`config.mk`:
```
export PLATFORM = sky130hd
export DESIGN_NAME = sr_latch_exerciser
export DESIGN_NICKNAME = d
export VERILOG_FILES = /design/src/rtl/sr_latch_exerciser.sv
export SDC_FILE = /design/constraint.sdc
export NUM_CORES = 1
export LEC_CHECK = 0
export CAP_MARGIN = 20
export CORE_ASPECT_RATIO = 1.4
export CORE_UTILIZATION = 50
export DETAILED_ROUTE_END_ITERATION = 8
export GPL_TIMING_DRIVEN = 0
export MAX_ROUTING_LAYER = met4
export PLACE_DENSITY = 0.75
export SLEW_MARGIN = 20
export SYNTH_ARGS = -nofsm -noshare
export SYNTH_HDL_FRONTEND = slang
export SYNTH_SLANG_ARGS = --single-unit
```
`constraint.sdc`:
```
create_clock -name clock -period 2.8 [get_ports clock]
set_input_delay 0.7 -clock clock [delete_from_list [all_inputs] [get_ports clock]]
set_output_delay 0.7 -clock clock [all_outputs]
set_load 0.01 [all_outputs]
```
`src/rtl/sr_latch_exerciser.sv`:
```
// sr_latch_exerciser: steps a gated SR latch through a fixed 8-entry stimulus table.
// Each step is DRIVE (1 cycle), SETTLE (SETTLE_CYCLES cycles) and SAMPLE (1 cycle).
// In SAMPLE the Q and Q-bar readbacks are checked and any mismatches are counted.
// Optional macro SR_EXERCISER_STOP_ON_ERROR_EN: end the run at the first mismatch.
module sr_latch_exerciser #(
  parameter int unsigned SETTLE_CYCLES = 2
) (
  input  logic       clock,
  input  logic       reset,
  input  logic       start,
  input  logic       latchOut,
  input  logic       latchNotout,
  output logic       latchEnable,
  output logic       latchSet,
  output logic       latchReset,
  output logic       busy,
  output logic       done,
  output logic       pass,
  output logic [2:0] errorCount,
  output logic [2:0] step
);

  typedef enum logic [2:0] {StIdle, StDrive, StSettle, StSample, StDone} state_e;

  localparam logic [3:0] SettleLast = 4'(SETTLE_CYCLES - 1);
  localparam logic [2:0] LastStep   = 3'd7;
  localparam logic [2:0] SkipStep   = 3'd6;  // forbidden S=R=1 input, never compared

  state_e     state_q, state_d;
  logic [3:0] settle_q, settle_d;
  logic [2:0] step_q, step_d;
  logic [2:0] err_q, err_d;
  logic       pass_q, pass_d;
  logic [2:0] drv_q, drv_d;  // {enable, set, reset}
  logic       exp_q;
  logic       mismatch;
  logic       finish;

  // Stimulus table: {enable, set, reset} per step.
  function automatic logic [2:0] step_drive(input logic [2:0] idx);
    logic [2:0] val;
    case (idx)
      3'd0:    val = 3'b101;
      3'd1:    val = 3'b010;
      3'd2:    val = 3'b110;
      3'd3:    val = 3'b100;
      3'd4:    val = 3'b001;
      3'd5:    val = 3'b101;
      3'd6:    val = 3'b111;
      default: val = 3'b110;
    endcase
    return val;
  endfunction

  // Expected Q per step; step 6 is a don't-care and is masked from the compare.
  function automatic logic step_expect(input logic [2:0] idx);
    logic val;
    case (idx)
      3'd2, 3'd3, 3'd4, 3'd7: val = 1'b1;
      default:                val = 1'b0;
    endcase
    return val;
  endfunction

  // Compare readbacks against the expected Q for the step being sampled.
  always_comb begin
    exp_q    = step_expect(step_q);
    mismatch = (step_q != SkipStep) && ((latchOut != exp_q) || (latchNotout != ~exp_q));
`ifdef SR_EXERCISER_STOP_ON_ERROR_EN
    finish   = (step_q == LastStep) || mismatch;
`else
    finish   = (step_q == LastStep);
`endif
  end

  // Next-state logic; latch drive values are registered on the edge entering DRIVE.
  always_comb begin
    state_d  = state_q;
    settle_d = settle_q;
    step_d   = step_q;
    err_d    = err_q;
    pass_d   = pass_q;
    drv_d    = drv_q;
    unique case (state_q)
      StIdle: begin
        if (start) begin
          state_d = StDrive;
          step_d  = 3'd0;
          err_d   = 3'd0;
          pass_d  = 1'b0;
          drv_d   = step_drive(3'd0);
        end
      end
      StDrive: begin
        state_d  = StSettle;
        settle_d = 4'd0;
      end
      StSettle: begin
        if (settle_q == SettleLast) begin
          state_d = StSample;
        end else begin
          settle_d = settle_q + 4'd1;
        end
      end
      StSample: begin
        if (mismatch) begin
          err_d = err_q + 3'd1;
        end
        if (finish) begin
          state_d = StDone;
          pass_d  = (err_d == 3'd0);
        end else begin
          state_d = StDrive;
          step_d  = step_q + 3'd1;
          drv_d   = step_drive(step_q + 3'd1);
        end
      end
      StDone: begin
        state_d = StIdle;
        drv_d   = 3'b000;
      end
      default: begin
        state_d = StIdle;
        drv_d   = 3'b000;
      end
    endcase
  end

  // State register with synchronous reset.
  always_ff @(posedge clock) begin
    if (reset) begin
      state_q  <= StIdle;
      settle_q <= 4'd0;
      step_q   <= 3'd0;
      err_q    <= 3'd0;
      pass_q   <= 1'b0;
      drv_q    <= 3'b000;
    end else begin
      state_q  <= state_d;
      settle_q <= settle_d;
      step_q   <= step_d;
      err_q    <= err_d;
      pass_q   <= pass_d;
      drv_q    <= drv_d;
    end
  end

  // Output decode.
  always_comb begin
    latchEnable = drv_q[2];
    latchSet    = drv_q[1];
    latchReset  = drv_q[0];
    busy        = (state_q == StDrive) || (state_q == StSettle) || (state_q == StSample);
    done        = (state_q == StDone);
    pass        = pass_q;
    errorCount  = err_q;
    step        = step_q;
  end

endmodule

```
==> reports/results.tsv <==
stage	metric	value	unit
yosys	synth_edf_count	0	
sta	post-route-period-util	0.871	
clock_tree	cts_buffers	3	
clock_tree	cts_tree	yes	
cells_and_area	drive_above_1_share	0.0855	
global_route	grt_pass1_wl	4.00	mm
clock_tree	ctsResizeCount	0	
clock_tree	root_buffer	clkbuf_4	
cells_and_area	fin_cells	173	
clock_tree	cts_max_path_buffers	2	
global_route	first_global_vias	931	
floorplanning	start_util	0.543	
cells_and_area	area_growth	19.5	%
route	vias	995	
sta	min_period	2.44	ns
clock_tree	clock_sinks	17	
global_route	gr-usage-all-layers	0.220	
route	totalWireLength	2.32	mm
placement	port_buffers	16	
yosys	synth-seq-cells	17	
cells_and_area	final_area	1310	um^2
global_route	grt_start_max_net_pins	11	
route	wl_per_cell	13.4	um
clock_tree	clk_pin_slew	0.10	ns
global_route	antenna_found_initial	0	
hold_path	hold_path.class	reg -> reg	
sta	worst_clock_skew	0.00109	ns
sta	hold_viol	0	
sta	slew_headroom	0.676	
clock_tree	hold_buffers	0	
power	ir_worst_vdd	0.317	mV
critical_path	rr_startpoint	step[0]$_SDFFE_PP0P_	
clock_tree	insertion_delay	0.30	ns
yosys	yosys_warnings	0	
route	vias_per_cell	5.75	
route	ant_nets	0	
yosys	synth_commonest_cells	dfxtp_1, nor2_1, a21oi_1	
yosys	synthAdderAreaFrac	0.114	
job	drv_cap	0	
yosys	synth_nets	147	
sta	final.setup.tns	0	ns
critical_path	worst-path-max-fanout	10	
yosys	synth.most_common_cell	dfxtp_1	
global_route	grt_busiest_layer	met2	
clock_tree	htreeDepth	1	
floorplanning	die_area	2390	um^2
route	drc	0	
critical_path	crit_type	reg -> out	
yosys	syn-mean-instance-area	8.31	um^2
power	leakage	0.502	nW
floorplanning	core.rowCount	19	
yosys	yosys-top-cells-area	dfxtp_1, ha_1, nor2_1	
placement	placed_cells	169	
floorplanning	die_height	57.4	um
yosys	muxShareOfSynthArea	0	
sta	rsz0062_at_grt	no	
cells_and_area	num_antenna_cells	0	
global_route	met3_usage	0.0190	
yosys	synthCells	132	
sta	worst_slew_pin_slew	0.485	ns
yosys	dominantRegCellSynth	dfxtp_1	
sta	max_freq	0.410	GHz
floorplanning	core	2020	um^2
global_route	globalRoute.totalOverflow	0	
cells_and_area	layout.nets	168	
floorplanning	ioPinCount	17	
global_route	met2_usage	0.379	
yosys	yosys.area_share.simple	0.309	
yosys	ys_seq_area_frac	0.310	
route	dr.pass1.iters	4	
yosys	synth_xor_area_frac	0.0239	
floorplanning	die-width	41.6	um
placement	placed_cell_area	1280	um^2
sta	slew_violations	0	
critical_path	worstSetupEndpointType	output port	
yosys	synth_top_area_frac	0.310	
yosys	synth_top_family_by_area	simple AND/OR/NAND/NOR gates	
power	power_density	426	nW/um^2
critical_path	worstPathArrival	1.74	ns
yosys	synth_cell_types	46	
placement	place_hpwl	1.70	mm
yosys	synth_largest_area_cell	dfxtp_1	
clock_tree	post_cts_buffers	0	
run_status	outcome	finished clean	
critical_path	startpoint_type	flip-flop	
yosys	synth-compound-area-share	0.186	
global_route	use_met1	0.257	
cells_and_area	fillers	183	
yosys	synth_area	1100	um^2
yosys	async_flop_share	0	
sta	setup_violations	0	
hold_path	min-delay-start	drv_q[0]$_SDFFE_PP0P_	
critical_path	worstPathRequired	2.10	ns
critical_path	startpoint	state_q[2]$_SDFFE_PP0P_	
route	drt-initial-drc-count	20	
placement	routabilityCongestion	0.804	
==> power by group <==
part           total, W  internal [W]  switching (W)
Clock          0.000139     0.0000534      0.0000859
Sequential     0.000265      0.000256     0.00000955
Combinational  0.000154     0.0000728      0.0000814
Total          0.000559      0.000382       0.000177
==> worst max-delay path: stages, from the launching register on <==
cell and delay (ns):
dfxtp_1 0.39, clkbuf_1 0.34, and2_1 0.18, clkdlybuf4s50_1 0.52
==> flip-flops by register name, summed over array words and instances, names as in the netlist <==
register and count:
step 3, errorCount 3, pass 1, drv_q 3
settle_q 4, state_q 3
==> logic make-up after synthesis <==
| family | count (synthesis) |
|---|---|
| AO/OA/AOI/OAI | 31 |
| adder cells (fa/ha/maj) | 10 |
| XOR/XNOR | 3 |
| AND/OR/NAND/NOR | 59 |
| flip-flops | 17 |
| buffers and inverters | 12 |
==> worst paths after layout <==
check             cells past startpoint                     to  slack (ns)
setup reg to reg                      7      pass$_SDFFE_PP0P_        0.82
hold reg to reg                       2  drv_q[0]$_SDFFE_PP0P_        0.47
hold / removal                        2  drv_q[0]$_SDFFE_PP0P_        0.47
setup / recovery                      3                   done        0.36
==> cell type report <==
cell class	instances	area, um^2	area share
clock buffer	3	22.5	0.0172
tap	21	26.3	0.0200
multi-input combinational	103	694	0.530
timing repair buffer	16	160	0.122
inverter	6	22.5	0.0172
sequential	17	340	0.260
clock inverter	1	5.00	0.00382
buffer	6	40.0	0.0305
==> stage by stage <==
step / total power, W / utilization / setup WS, ns / hold slack (ns)
6_report: 0.000559 / 0.649 / 0.361 / 0.469
2_1_floorplan: 0.000374 / - / 0.983 / 0.479
3_5_place_dp: 0.000426 / 0.635 / 0.483 / 0.454
3_3_place_gp: 0.000422 / 0.635 / 0.506 / 0.449
5_1_grt: 0.000591 / 0.649 / 0.244 / 0.504
4_1_cts: 0.000564 / 0.649 / 0.362 / 0.470
==> cell usage in the layout, fill, tap and decap left out, types with 4 or more instances in the layout <==
| cell type | Yosys | routed |
|---|---|---|
| clkdlybuf4s50_1 | 0 | 16 |
| nor2_1 | 16 | 16 |
| nand2b_1 | 4 | 4 |
| a21oi_1 | 11 | 11 |
| dfxtp_1 | 17 | 17 |
| ha_1 | 10 | 10 |
| inv_1 | 6 | 6 |
| nand3_1 | 5 | 5 |
| nor3b_1 | 4 | 4 |
| nand2_1 | 7 | 7 |
==> metal layers <==
| metal | part of all wire | vias to the layer above |
|---|---|---|
| met5 | 0 | - |
| met4 | 0.019 | 0 |
| met3 | 0.023 | 5 |
| met2 | 0.49 | 16 |
| met1 | 0.47 | 456 |
| li1 | - | 518 |
Note: power is estimated with default switching activity, not from simulation.
